<file path="src/rtl/muldiv_pkg.sv">
// Shared types and sizing for the iterative RV32M multiply/divide unit.
// Op codes follow the funct3 field of the M-extension instructions.
package muldiv_pkg;

    localparam int XLEN  = 32;
    localparam int CNT_W = $clog2(XLEN);

    typedef enum logic [2:0] {
        OP_MUL    = 3'd0,
        OP_MULH   = 3'd1,
        OP_MULHSU = 3'd2,
        OP_MULHU  = 3'd3,
        OP_DIV    = 3'd4,
        OP_DIVU   = 3'd5,
        OP_REM    = 3'd6,
        OP_REMU   = 3'd7
    } md_op_e;

    typedef enum logic [1:0] {
        IDLE = 2'd0,
        BUSY = 2'd1,
        DONE = 2'd2
    } md_state_e;

    // Magnitude taken in XLEN+1 bits so that |-2^(XLEN-1)| does not wrap.
    function automatic logic [XLEN-1:0] abs_mag(input logic [XLEN-1:0] v, input logic neg);
        logic [XLEN:0] w;
        w = {v[XLEN-1], v};
        if (neg) begin
            w = -w;
        end
        return w[XLEN-1:0];
    endfunction

endpackage

</file>
<file path="src/rtl/ex_muldiv_unit.sv">
// EX-stage iterative multiply/divide: one shift-add or restoring-subtract step per
// cycle on a shared hi/lo datapath, stalling the front of the pipeline until DONE.
module ex_muldiv_unit
    import muldiv_pkg::*;
(
    input  logic            clk,
    input  logic            reset,
    input  logic            flush,
    input  logic            req,
    input  logic [2:0]      op,
    input  logic [XLEN-1:0] rs1_val,
    input  logic [XLEN-1:0] rs2_val,
    output logic            stall_o,
    output logic            busy,
    output logic            result_valid,
    output logic [XLEN-1:0] result
);

    md_state_e        state_q, state_d;
    logic [CNT_W-1:0] count_q, count_d;
    md_op_e           op_q, op_d;
    logic [XLEN-1:0]  hi_q, hi_d, lo_q, lo_d, b_q, b_d, result_q, result_d;
    logic             sign_a_q, sign_a_d, neg_q, neg_d, div0_q, div0_d, ovf_q, ovf_d;

    md_op_e           req_op;
    logic             signed_a, signed_b, sa, sb;
    logic [XLEN-1:0]  mag_a, mag_b;
    logic [XLEN:0]    mul_sum, div_shift, div_diff;
    logic [XLEN-1:0]  step_hi, step_lo;
    logic [2*XLEN-1:0] prod;
    logic [XLEN-1:0]  fix_result;
    logic             last_step;

    always_ff @(posedge clk or posedge reset) begin
        if (reset) begin
            state_q  <= IDLE;
            count_q  <= '0;
            op_q     <= OP_MUL;
            hi_q     <= '0;
            lo_q     <= '0;
            b_q      <= '0;
            result_q <= '0;
            sign_a_q <= 1'b0;
            neg_q    <= 1'b0;
            div0_q   <= 1'b0;
            ovf_q    <= 1'b0;
        end else begin
            state_q  <= state_d;
            count_q  <= count_d;
            op_q     <= op_d;
            hi_q     <= hi_d;
            lo_q     <= lo_d;
            b_q      <= b_d;
            result_q <= result_d;
            sign_a_q <= sign_a_d;
            neg_q    <= neg_d;
            div0_q   <= div0_d;
            ovf_q    <= ovf_d;
        end
    end

    assign last_step = (count_q == CNT_W'(XLEN - 1));

    always_comb begin
        state_d = state_q;
        case (state_q)
            IDLE:    if (req) state_d = BUSY;
            BUSY:    if (last_step) state_d = DONE;
            default: state_d = IDLE;
        endcase
        if (flush) begin
            state_d = IDLE;
        end
    end

    // Operand decode at latch time: MUL is sign-agnostic in its low half.
    always_comb begin
        req_op   = md_op_e'(op);
        signed_a = (req_op == OP_MULH) || (req_op == OP_MULHSU) ||
                   (req_op == OP_DIV)  || (req_op == OP_REM);
        signed_b = (req_op == OP_MULH) || (req_op == OP_DIV) || (req_op == OP_REM);
        sa       = signed_a && rs1_val[XLEN-1];
        sb       = signed_b && rs2_val[XLEN-1];
        mag_a    = abs_mag(rs1_val, sa);
        mag_b    = abs_mag(rs2_val, sb);
    end

    // One iteration: multiplier bits leave lo from the bottom, quotient bits enter it.
    always_comb begin
        mul_sum   = {1'b0, hi_q} + (lo_q[0] ? {1'b0, b_q} : '0);
        div_shift = {hi_q, lo_q[XLEN-1]};
        div_diff  = div_shift - {1'b0, b_q};
        if (op_q[2]) begin
            step_hi = div_diff[XLEN] ? div_shift[XLEN-1:0] : div_diff[XLEN-1:0];
            step_lo = {lo_q[XLEN-2:0], ~div_diff[XLEN]};
        end else begin
            step_hi = mul_sum[XLEN:1];
            step_lo = {mul_sum[0], lo_q[XLEN-1:1]};
        end
    end

    always_comb begin
        prod = {step_hi, step_lo};
        if (neg_q) begin
            prod = -prod;
        end
        case (op_q)
            OP_MUL:           fix_result = prod[XLEN-1:0];
            OP_DIV, OP_DIVU: begin
                if (div0_q)     fix_result = '1;
                else if (ovf_q) fix_result = {1'b1, {(XLEN-1){1'b0}}};
                else            fix_result = neg_q ? -step_lo : step_lo;
            end
            OP_REM, OP_REMU: begin
                if (ovf_q)      fix_result = '0;
                else            fix_result = sign_a_q ? -step_hi : step_hi;
            end
            default:          fix_result = prod[2*XLEN-1:XLEN];
        endcase
    end

    always_comb begin
        count_d  = count_q;
        op_d     = op_q;
        hi_d     = hi_q;
        lo_d     = lo_q;
        b_d      = b_q;
        result_d = result_q;
        sign_a_d = sign_a_q;
        neg_d    = neg_q;
        div0_d   = div0_q;
        ovf_d    = ovf_q;
        if (state_q == IDLE && req && !flush) begin
            count_d  = '0;
            op_d     = req_op;
            hi_d     = '0;
            lo_d     = op[2] ? mag_a : mag_b;
            b_d      = op[2] ? mag_b : mag_a;
            sign_a_d = sa;
            neg_d    = sa ^ sb;
            div0_d   = (rs2_val == '0);
            ovf_d    = signed_b && (rs1_val == {1'b1, {(XLEN-1){1'b0}}}) && (rs2_val == '1);
        end else if (state_q == BUSY && !flush) begin
            count_d = count_q + 1'b1;
            hi_d    = step_hi;
            lo_d    = step_lo;
            if (last_step) begin
                result_d = fix_result;
            end
        end
    end

    always_comb begin
        busy         = (state_q == BUSY);
        result_valid = (state_q == DONE) && !flush;
        stall_o      = req && (state_q != DONE) && !flush;
        result       = result_q;
    end

endmodule

</file>
<file path="config.mk">
export PLATFORM = sky130hd
export DESIGN_NAME = ex_muldiv_unit
export DESIGN_NICKNAME = d
export VERILOG_FILES = /design/src/rtl/muldiv_pkg.sv /design/src/rtl/ex_muldiv_unit.sv
export SDC_FILE = /design/constraint.sdc
export NUM_CORES = 1
export LEC_CHECK = 0
export ABC_AREA = 1
export CAP_MARGIN = 20
export CORE_UTILIZATION = 47
export CTS_CLUSTER_SIZE = 14
export DETAILED_ROUTE_END_ITERATION = 12
export PLACE_DENSITY = 0.66
export SYNTH_ARGS = -nofsm -noshare
export SYNTH_HDL_FRONTEND = slang
export SYNTH_SLANG_ARGS = --single-unit
</file>
<file path="constraint.sdc">
create_clock -name clk -period 8.65 [get_ports clk]
set_input_delay 1.2975 -clock clk [delete_from_list [all_inputs] [get_ports clk]]
set_output_delay 1.2975 -clock clk [all_outputs]
set_load 0.1 [all_outputs]
</file>
==> impl_metrics.csv, run 1 <==
group,metric,value,unit
floorplan,dieArea,36900,sq um
final_layout,nNetsFinal,3128,
synth,async_flop_share,1.00,
placement,gp_congestion,1.08,
sta,min_period_over_period,0.604,
clock_tree,worstSkewPairLatency,0.46,ns
global_route,grt_pass1_wl,109,mm
clock_tree,cts_tree,"built",
clock_tree,cts.htree.levels,4,
synth,synth-edff-count,0,
critical_path,path_class,"reg -> reg",
placement,placedCellCount,3426,
synth,synth_ff_type,"dfrtp_1",
pwr,powerDensity,374,nW/um^2
routing,drt_wl_total,72.4,mm
clock_tree,cts_made_buffers,17,
critical_path,slowest_delay,0.44,ns
routing,routedWlPerCell,20.9,microns
floorplan,rows,69,
run_status,status,"completed",
clock_tree,clock-sinks,142,
routing,postRouteAntennaNets,0,
synth,ys_types,56,
placement,portBuffers,105,
floorplan,initial_utilization,0.478,
global_route,grt_pass1_vias,18600,
floorplan,die_x,192,microns
clock_tree,hold_buffers,0,
pwr,internal_power,2810,uW
sta,maxSlewHeadroom,0.281,
sta,setup_viol,0,
critical_path,cp-end-kind,"flip-flop",
pwr,p_total,7120,uW
clock_tree,cts_resized,0,
synth,ys_warn_count,0,
routing,vias,20200,
final_layout,syn2layout_area_growth,11.9,%
job,drv_cap,0,
final_layout,num_antenna_cells,0,
global_route,overflow,0,
synth,yosysTopAreaCell,"dfrtp_1",
critical_path,path_delay_family,"simple AND/OR/NAND/NOR gates",
global_route,grt_use_met1,0.523,
synth,synth.area.top_cells,"dfrtp_1 21%, nand2_1 21%, inv_1 10%",
clock_tree,clockBufferDepth,2,
sta,tightest_slew,1.07,ns
synth,post_synth.cell_area_avg,5.80,sq um
synth,synth_cells,2929,
final_layout,layout-drive-gt1-share,0.0447,
critical_path,crit_top_cell,"nand2_1",
sta,skew,0.0110,ns
sta,whs,0.475,ns
global_route,grt_max_degree,93,
critical_path,arrival,5.57,ns
floorplan,ios,106,
pwr,power_frac_clock,0.118,
placement,dp_hpwl,58.0,mm
min_path,min_path_type,"reg -> reg",
synth,synth-seq-cells,142,
global_route,met3_usage,0.0714,
floorplan,core_area,35600,sq um
sta,fmax,191,MHz
global_route,antenna_found_initial,0,
sta,slew_violations,0,
floorplan,die-height,192,microns
sta,setup_tns,0,ns
final_layout,regArea,3560,sq um
routing,vias_per_cell,5.84,
pwr,pwr-share-seq,0.143,
global_route,globalRouteMet2Util,0.606,
synth,synth_area,17000,sq um
critical_path,critPathMaxFanout,7,
sta,hold_viol_final,0,
clock_tree,postCtsSetupBuffers,0,
final_layout,fillerInstances,3749,
routing,drc,0,
final_layout,final_cells,3458,
sta,rsz0062_at_grt,"no",
pwr,leakagePower,0.00998,uW
clock_tree,clockRootBuffer,"clkbuf_16",
pwr,switching_share,0.606,
sta,min_period,5.22,ns
critical_path,slowest_stage,"dfrtp_1",
pwr,max-vdd-ir-drop,0.190,mV
routing,drt_iter0_drc,2288,
pwr,power_switching,4310,uW
clock_tree,clk_pin_slew_worst_paths,0.07,ns
synth,synth_top_area_share,0.209,
critical_path,crit_required,8.99,ns
critical_path,critPathBufInv,2,
critical_path,critPathLaunchType,"flip-flop",
global_route,top_usage_layer,"met2",
global_route,grt_usage,0.396,
synth,ys_seq_area_frac,0.209,
final_layout,multi_input_area,11300,sq um
final_layout,fin_util,0.535,
pwr,comb_power_share,0.740,
synth,syn_nets,3073,
routing,drt_pre_antenna_iters,6,
## layout make-up
class | count | area share
clock inverter | 11 | 0.00954
timing repair buffer | 126 | 0.0635
multi-input combinational | 2236 | 0.594
inverter | 461 | 0.0912
clock buffer | 21 | 0.0242
sequential | 142 | 0.187
tap | 461 | 0.0303
## power by group through the flow
stage / Combinational, uW / Sequential, uW / Clock, uW
final: 5270 / 1020 / 837
after global routing: 5760 / 1030 / 865
after CTS: 5100 / 1010 / 838
after detailed placement: 5070 / 1020 / 0
after global placement: 5050 / 1010 / 0
after floorplan: 3610 / 925 / 0
## cells in the mapped netlist (7+ instances only)
cell and instances:
o221ai_1 27, a21oi_1 117, xnor2_1 18, nor4_1 17
nand4_1 30, clkbuf_1 59, buf_2 15, o211ai_1 23
inv_1 454, xor2_1 90, nor3_1 36, nand2_1 945
nand3b_1 10, nand3_1 260, a22oi_1 19, o22ai_1 33
dfrtp_1 142, nor2_1 279, nor2_2 18, o21bai_1 7
o21ai_0 127, buf_1 7, ha_1 71, or2_2 10
nand2_2 26, o2111ai_1 8
## cells in the final DEF (no fill, tap or decap), types with 6 or more instances in the layout
master           netlist  final
nand2_1              945    945
inv_1                454    453
nor2_1               279    277
nand3_1              260    260
dfrtp_1              142    140
o21ai_0              127    127
a21oi_1              117    117
clkdlybuf4s50_1        0    105
xor2_1                90     90
ha_1                  71     71
nor3_1                36     35
o22ai_1               33     33
nand4_1               30     30
o221ai_1              27     27
nand2_2               26     26
o211ai_1              23     23
buf_4                  3     21
a22oi_1               19     19
nor2_2                18     19
xnor2_1               18     18
nor4_1                17     17
clkbuf_16              0     17
or2_2                 10     10
nand3b_1              10     10
o2111ai_1              8      8
o21bai_1               7      7
a31oi_1                6      6
nand3_2                6      6
## worst reg2reg max path, delay by kind of cell (launching register included)
kind,cells,cell delay [ns]
and+or+nand+nor,24,3.39
adders and majority gates,3,0.87
DFF,1,0.44
buffers and inverters,2,0.27
xor gates and xnor gates,1,0.18
## worst paths after layout
| kind | start | end | slack [ns] | depth (start not counted) |
|---|---|---|---|---|
| worst max-delay path | b_q[0]$_DFFE_PP0P_ | result[10]$_DFFE_PP0P_ | 3.43 | 30 |
| worst min-delay path | count_q[3]$_DFFE_PP0P_ | count_q[3]$_DFFE_PP0P_ | 0.47 | 1 |
| worst max register to register | b_q[0]$_DFFE_PP0P_ | result[10]$_DFFE_PP0P_ | 3.43 | 30 |
| worst min register to register | count_q[3]$_DFFE_PP0P_ | count_q[3]$_DFFE_PP0P_ | 0.47 | 1 |
| max in group asynchronous | reset | neg_q$_DFFE_PP0P_ | 5.82 | 3 |
| min in group asynchronous | reset | lo_q[14]$_DFFE_PP0P_ | 1.41 | 2 |
## registers in the layout, indices dropped and copies added (netlist names), 2 cells and up
name,cells
op_q,3
count_q,5
lo_q,32
state_q,2
result,32
b_q,32
hi_q,32
## metal layers
metal | vias to the layer above | part of all wire
met1 | 9360 | 0.42
li1 | 9504 | -
met3 | 198 | 0.089
met2 | 1130 | 0.43
met5 | - | 0
met4 | 0 | 0.062
## metrics by stage
step	setup WS, ns	cell area [sq um]
CTS	3.58	19000
floorplan	3.54	17000
finish	3.43	19000
global placement	3.77	18400
global route	2.94	19000
detailed placement	3.58	18400
## kinds of logic after synthesis
group	share of synthesized area
buffers and inverters	0.127
flip-flops	0.209
AO/OA/AOI/OAI	0.143
AND/OR/NAND/NOR	0.411
adder cells (fa/ha/maj)	0.0546
XOR/XNOR	0.0557
(Power assumes the default switching activity.)
==> run 2, diff against run 1 <==
==> constraint.sdc (replaced) <==
create_clock -name clk -period 5.5 [get_ports clk]
set_input_delay 0.825 -clock clk [delete_from_list [all_inputs] [get_ports clk]]
set_output_delay 0.825 -clock clk [all_outputs]
set_load 0.1 [all_outputs]
==> impl_metrics.csv, run 2 (synthesized netlist as in run 1, its figures left out) <==
group,metric,value,unit
sta,min_period,5.05,ns
min_path,min_path_type,"reg -> reg",
routing,vias_per_cell,5.84,
critical_path,arrival,5.39,ns
floorplan,die-height,192,microns
floorplan,die_x,192,microns
global_route,grt_max_degree,67,
sta,tightest_slew,1.07,ns
sta,maxSlewHeadroom,0.288,
pwr,switching_share,0.620,
clock_tree,cts_tree,"built",
critical_path,slowest_stage,"fa_1",
pwr,power_switching,7020,uW
placement,dp_hpwl,60.4,mm
clock_tree,postCtsSetupBuffers,0,
sta,setup_viol,0,
final_layout,num_antenna_cells,0,
critical_path,critPathMaxFanout,7,
critical_path,r2r_slack,0.45,ns
sta,slew_violations,0,
final_layout,fillerInstances,3788,
final_layout,final_cell_mix,"945 x nand2_1, 453 x inv_1, 277 x nor2_1",
global_route,grt_use_met1,0.530,
global_route,grt_pass1_vias,18700,
clock_tree,cts_resized,0,
pwr,leakagePower,0.0100,uW
global_route,globalRouteMet2Util,0.621,
critical_path,critPathBufInv,3,
floorplan,dieArea,36900,sq um
placement,gp_congestion,1.05,
pwr,max-vdd-ir-drop,0.331,mV
floorplan,core_area,35600,sq um
run_status,status,"completed",
critical_path,r2r_cells,32,
critical_path,crit_top_cell,"nand2_1",
routing,drt_wl_total,75.5,mm
global_route,top_usage_layer,"met2",
global_route,overflow,0,
critical_path,path_class,"reg -> reg",
floorplan,ios,106,
sta,skew,0.0150,ns
final_layout,syn2layout_area_growth,12.1,%
placement,post-place-ws,0.681,ns
clock_tree,clockBufferDepth,2,
job,drv_cap,0,
clock_tree,cts.htree.levels,4,
sta,hold_viol_final,0,
sta,min_period_over_period,0.918,
pwr,pwr-share-seq,0.138,
critical_path,crit_cells,32,
critical_path,critPathLaunchType,"flip-flop",
critical_path,timing.rr.end,"result[30]$_DFFE_PP0P_",
critical_path,r2r_start,"lo_q[31]$_DFFE_PP0P_",
sta,whs,0.473,ns
floorplan,initial_utilization,0.478,
sta,rsz0062_at_grt,"no",
routing,vias,20200,
critical_path,cp-end-kind,"flip-flop",
sta,worst_slack,0.450,ns
min_path,min_path_cells,1,
clock_tree,hold_buffers,0,
routing,routedWlPerCell,21.8,microns
global_route,met3_usage,0.101,
floorplan,rows,69,
global_route,grt_usage,0.411,
clock_tree,clock-sinks,142,
global_route,grt_pass1_wl,112,mm
pwr,internal_power,4310,uW
global_route,antenna_found_initial,2,
final_layout,regArea,3560,sq um
final_layout,final_common_cell,"nand2_1",
routing,drt_pre_antenna_iters,5,
clock_tree,worstSkewPairLatency,0.46,ns
critical_path,endpoint,"result[30]$_DFFE_PP0P_",
sta,fmax,198,MHz
routing,drt_iter0_drc,2319,
final_layout,layout-drive-gt1-share,0.0486,
pwr,powerDensity,594,nW/um^2
clock_tree,clk_pin_slew_worst_paths,0.07,ns
pwr,comb_power_share,0.753,
critical_path,crit_required,5.84,ns
clock_tree,clockRootBuffer,"clkbuf_16",
sta,setup_tns,0,ns
final_layout,multi_input_area,11300,sq um
routing,drc,0,
routing,postRouteAntennaNets,0,
final_layout,nNetsFinal,3138,
critical_path,crit_start,"lo_q[31]$_DFFE_PP0P_",
pwr,power_frac_clock,0.110,
clock_tree,cts_made_buffers,17,
critical_path,path_delay_family,"simple AND/OR/NAND/NOR gates",
critical_path,slowest_delay,0.41,ns
placement,portBuffers,105,
==> run 2: changes by cell type in the layout (fill, tap and decap cells not counted), sizes merged <==
cell      before  now
clkinvlp       2    1
clkbuf        21   18
bufinv         4    1
inv          461  469
clkinv         5    4
buf           21   31
==> run 2: metal layers <==
metal | up-vias | wire [microns]
li1 | 9508 | -
met1 | 9368 | 30400
met2 | 1188 | 32300
met3 | 178 | 8200
met4 | 2 | 4670
met5 | - | 13
==> run 2: stage by stage <==
| step | std cells | util | area [sq um] | power [uW] |
|---|---|---|---|---|
| 2_1_floorplan | 2929 | - | 17000 | 7140 |
| 3_3_place_gp | 3436 | 0.519 | 18500 | 9710 |
| 3_5_place_dp | 3436 | 0.519 | 18500 | 9750 |
| 4_1_cts | 3468 | 0.536 | 19100 | 11000 |
| 5_1_grt | 3468 | 0.536 | 19100 | 12100 |
| 6_report | 3468 | 0.536 | 19100 | 11300 |
==> run 2: layout make-up <==
cell class                 instances  area share
timing repair buffer             136      0.0674
tap                              461      0.0303
inverter                         461      0.0911
clock inverter                    14     0.00827
clock buffer                      18      0.0231
sequential                       142       0.187
multi-input combinational       2236       0.593
==> run 2: power by group through the flow <==
stage	sequential [uW]	combinational [uW]	clock, uW
after floorplan	1460	5680	0
final	1560	8530	1240
after CTS	1550	8220	1250
after detailed placement	1570	8180	0
after global placement	1550	8150	0
after global routing	1590	9230	1290
==> run 2: worst min-delay path by stage <==
stage	to	from	slack, ns
finish	count_q[3]$_DFFE_PP0P_	count_q[3]$_DFFE_PP0P_	0.47
global route	count_q[3]$_DFFE_PP0P_	count_q[3]$_DFFE_PP0P_	0.50
CTS	count_q[3]$_DFFE_PP0P_	count_q[3]$_DFFE_PP0P_	0.47
detailed placement	count_q[3]$_DFFE_PP0P_	count_q[3]$_DFFE_PP0P_	0.46
global placement	count_q[3]$_DFFE_PP0P_	count_q[3]$_DFFE_PP0P_	0.45
floorplan	count_q[3]$_DFFE_PP0P_	count_q[3]$_DFFE_PP0P_	0.43
==> run 2: worst register-to-register path, delay by kind of cell, from the launching register on <==
family,cells,cell delay (ns)
adders and majority gates,3,0.82
buffers and inverters,3,0.32
DFF,1,0.34
and+or+nand+nor,26,3.49
==> run 3, diff against run 2 <==
--- a/config.mk
+++ b/config.mk
@@ -7,10 +7,10 @@
 export LEC_CHECK = 0
 export ABC_AREA = 1
 export CAP_MARGIN = 20
-export CORE_UTILIZATION = 47
+export CORE_UTILIZATION = 41
 export CTS_CLUSTER_SIZE = 14
 export DETAILED_ROUTE_END_ITERATION = 12
-export PLACE_DENSITY = 0.66
+export GPL_TIMING_DRIVEN = 0
 export SYNTH_ARGS = -nofsm -noshare
 export SYNTH_HDL_FRONTEND = slang
 export SYNTH_SLANG_ARGS = --single-unit
==> constraint.sdc (replaced) <==
create_clock -name clk -period 5.4 [get_ports clk]
set_input_delay 0.81 -clock clk [delete_from_list [all_inputs] [get_ports clk]]
set_output_delay 0.81 -clock clk [all_outputs]
set_load 0.1 [all_outputs]
==> impl_metrics.csv, run 3 (synthesized netlist as in run 1, its figures left out) <==
group,metric,value,unit
pwr,p_total,11600,uW
pwr,power_frac_clock,0.106,
min_path,min_path_cells,1,
run_status,status,"completed",
clock_tree,hold_buffers,0,
floorplan,die_x,206,microns
critical_path,r2r_start,"b_q[27]$_DFFE_PP0P_",
global_route,grt_usage,0.376,
clock_tree,cts_tree,"built",
sta,hold_viol_final,0,
clock_tree,cts.htree.levels,4,
placement,portBuffers,105,
floorplan,core_area,40800,sq um
sta,maxSlewHeadroom,0.305,
final_layout,fin_util,0.476,
clock_tree,cts_made_buffers,17,
job,drv_cap,0,
pwr,power_switching,7080,uW
clock_tree,worstSkewPairLatency,0.46,ns
global_route,grt_pass1_vias,18900,
sta,whs,0.459,ns
pwr,powerDensity,596,nW/um^2
routing,drt_iter0_drc,2155,
min_path,min_path_type,"reg -> reg",
sta,skew,0.0117,ns
critical_path,path_class,"reg -> reg",
pwr,comb_power_share,0.751,
clock_tree,clock-sinks,142,
critical_path,timing.rr.end,"result[10]$_DFFE_PP0P_",
critical_path,r2r_cells,26,
critical_path,critPathMaxFanout,7,
floorplan,rows,74,
final_layout,nNetsFinal,3200,
floorplan,ios,106,
routing,drt_wl_total,78.9,mm
floorplan,initial_utilization,0.416,
sta,setup_viol,0,
global_route,antenna_found_initial,0,
critical_path,critPathLaunchType,"flip-flop",
final_layout,syn2layout_area_growth,14.4,%
placement,gp_congestion,1.06,
critical_path,crit_required,5.74,ns
routing,postRouteAntennaNets,0,
critical_path,arrival,5.43,ns
final_layout,final_common_cell,"nand2_1",
routing,drc,0,
pwr,switching_share,0.611,
final_layout,final_cell_mix,"943 x nand2_1, 452 x inv_1, 276 x nor2_1",
critical_path,slowest_delay,0.45,ns
final_layout,num_antenna_cells,0,
clock_tree,clk_pin_slew_worst_paths,0.07,ns
routing,drt_pre_antenna_iters,6,
global_route,overflow,0,
pwr,leakagePower,0.0101,uW
placement,dp_hpwl,65.7,mm
pwr,pwr-share-seq,0.142,
critical_path,crit_top_cell,"nand2_1",
floorplan,dieArea,42300,sq um
global_route,grt_max_degree,92,
sta,min_period_over_period,0.942,
pwr,max-vdd-ir-drop,0.366,mV
critical_path,slowest_stage,"dfrtp_1",
clock_tree,clockRootBuffer,"clkbuf_16",
sta,min_period,5.09,ns
floorplan,die-height,206,microns
sta,tightest_slew,1.04,ns
critical_path,cp-end-kind,"flip-flop",
critical_path,path_delay_family,"simple AND/OR/NAND/NOR gates",
final_layout,fillerInstances,4454,
sta,fmax,197,MHz
clock_tree,clockBufferDepth,2,
min_path,whs_endpoint,"count_q[3]$_DFFE_PP0P_",
pwr,internal_power,4510,uW
sta,slew_violations,0,
min_path,hold_path.startpoint,"count_q[3]$_DFFE_PP0P_",
routing,vias,20400,
final_layout,layout-drive-gt1-share,0.0476,
critical_path,critPathBufInv,2,
routing,routedWlPerCell,21.9,microns
routing,vias_per_cell,5.67,
critical_path,r2r_slack,0.31,ns
global_route,grt_pass1_wl,116,mm
run 3: cell types whose count changed in the layout (fill, tap and decap cells not counted), sizes merged:
cell / before / now
clkbuf: 18 / 78
inv: 469 / 463
clkinv: 4 / 8
buf: 31 / 34
bufinv: 1 / 2
run 3: what timing repair did:
| item | in CTS | in global routing |
|---|---|---|
| pin swaps | 0 | 4 |
| setup buffers | 0 | 2 |
| resized for setup | 3 | 14 |
| endpoints found under the setup margin | 6 | 16 |
run 3: worst max path at each step:
stage	startpoint	endpoint	slack, ns	cells past startpoint
5_1_grt	b_q[27]$_DFFE_PP0P_	result[30]$_DFFE_PP0P_	-0.01	27
4_1_cts	lo_q[31]$_DFFE_PP0P_	result[10]$_DFFE_PP0P_	0.04	31
3_5_place_dp	lo_q[31]$_DFFE_PP0P_	result[10]$_DFFE_PP0P_	-0.16	31
6_report	b_q[27]$_DFFE_PP0P_	result[10]$_DFFE_PP0P_	0.31	26
3_3_place_gp	reset	b_q[17]$_DFFE_PP0P_	-1.33	2
2_1_floorplan	reset	b_q[0]$_DFFE_PP0P_	0.78	1
run 3: cell type report:
cell class	count	area, sq um	share of cell area
clock buffer	19	443	0.0228
multi-input combinational	2236	11400	0.585
clock inverter	13	154	0.00792
tap	532	666	0.0343
sequential	142	3550	0.183
buffer	90	420	0.0216
timing repair buffer	108	1090	0.0563
inverter	461	1740	0.0893
run 3: layer usage:
metal | routed length (microns) | up-vias | track usage
met5 | 0 | - | 0
met4 | 3720 | 0 | 0.172
met3 | 6320 | 145 | 0.0459
met2 | 34600 | 1029 | 0.592
met1 | 34300 | 9571 | 0.511
li1 | - | 9672 | -
run 3: stage by stage:
| step | worst slack, ns | std cells | TNS [ns] | cell area (sq um) |
|---|---|---|---|---|
| finish | 0.312 | 3601 | 0 | 19400 |
| global route | -0.0141 | 3601 | -0.0244 | 19400 |
| CTS | 0.0355 | 3599 | 0 | 19300 |
| detailed placement | -0.165 | 3567 | -0.547 | 18700 |
| global placement | -1.33 | 3566 | -185.56 | 18700 |
| floorplan | 0.780 | 2929 | 0 | 17000 |
run 3: worst reg2reg max path: stages (launching register included):
cell     delay, ns
dfrtp_1       0.45
inv_1         0.29
ha_1          0.35
a21oi_1       0.25
nand2_1       0.08
nand2_1       0.06
nand2_1       0.06
a21oi_2       0.31
nand3_4       0.26
nand3_4       0.22
nand2_2       0.14
inv_2         0.13
ha_1          0.18
nand2_1       0.11
nor3_4        0.24
nand2_1       0.16
nor4_4        0.31
nand4_1       0.24
nor2_2        0.19
nand3_2       0.15
nor2_4        0.18
nand2_1       0.09
nand2_2       0.12
xor2_1        0.17
nand2_1       0.06
nand3_1       0.12
nand2_1       0.07
run 3: power by group through the flow:
stage	clock network, uW	registers, uW	logic [uW]
final	1230	1650	8710
after global routing	1290	1660	9520
after CTS	1250	1640	8420
after detailed placement	0	1660	8370
after global placement	0	1650	8330
after floorplan	0	1480	5790
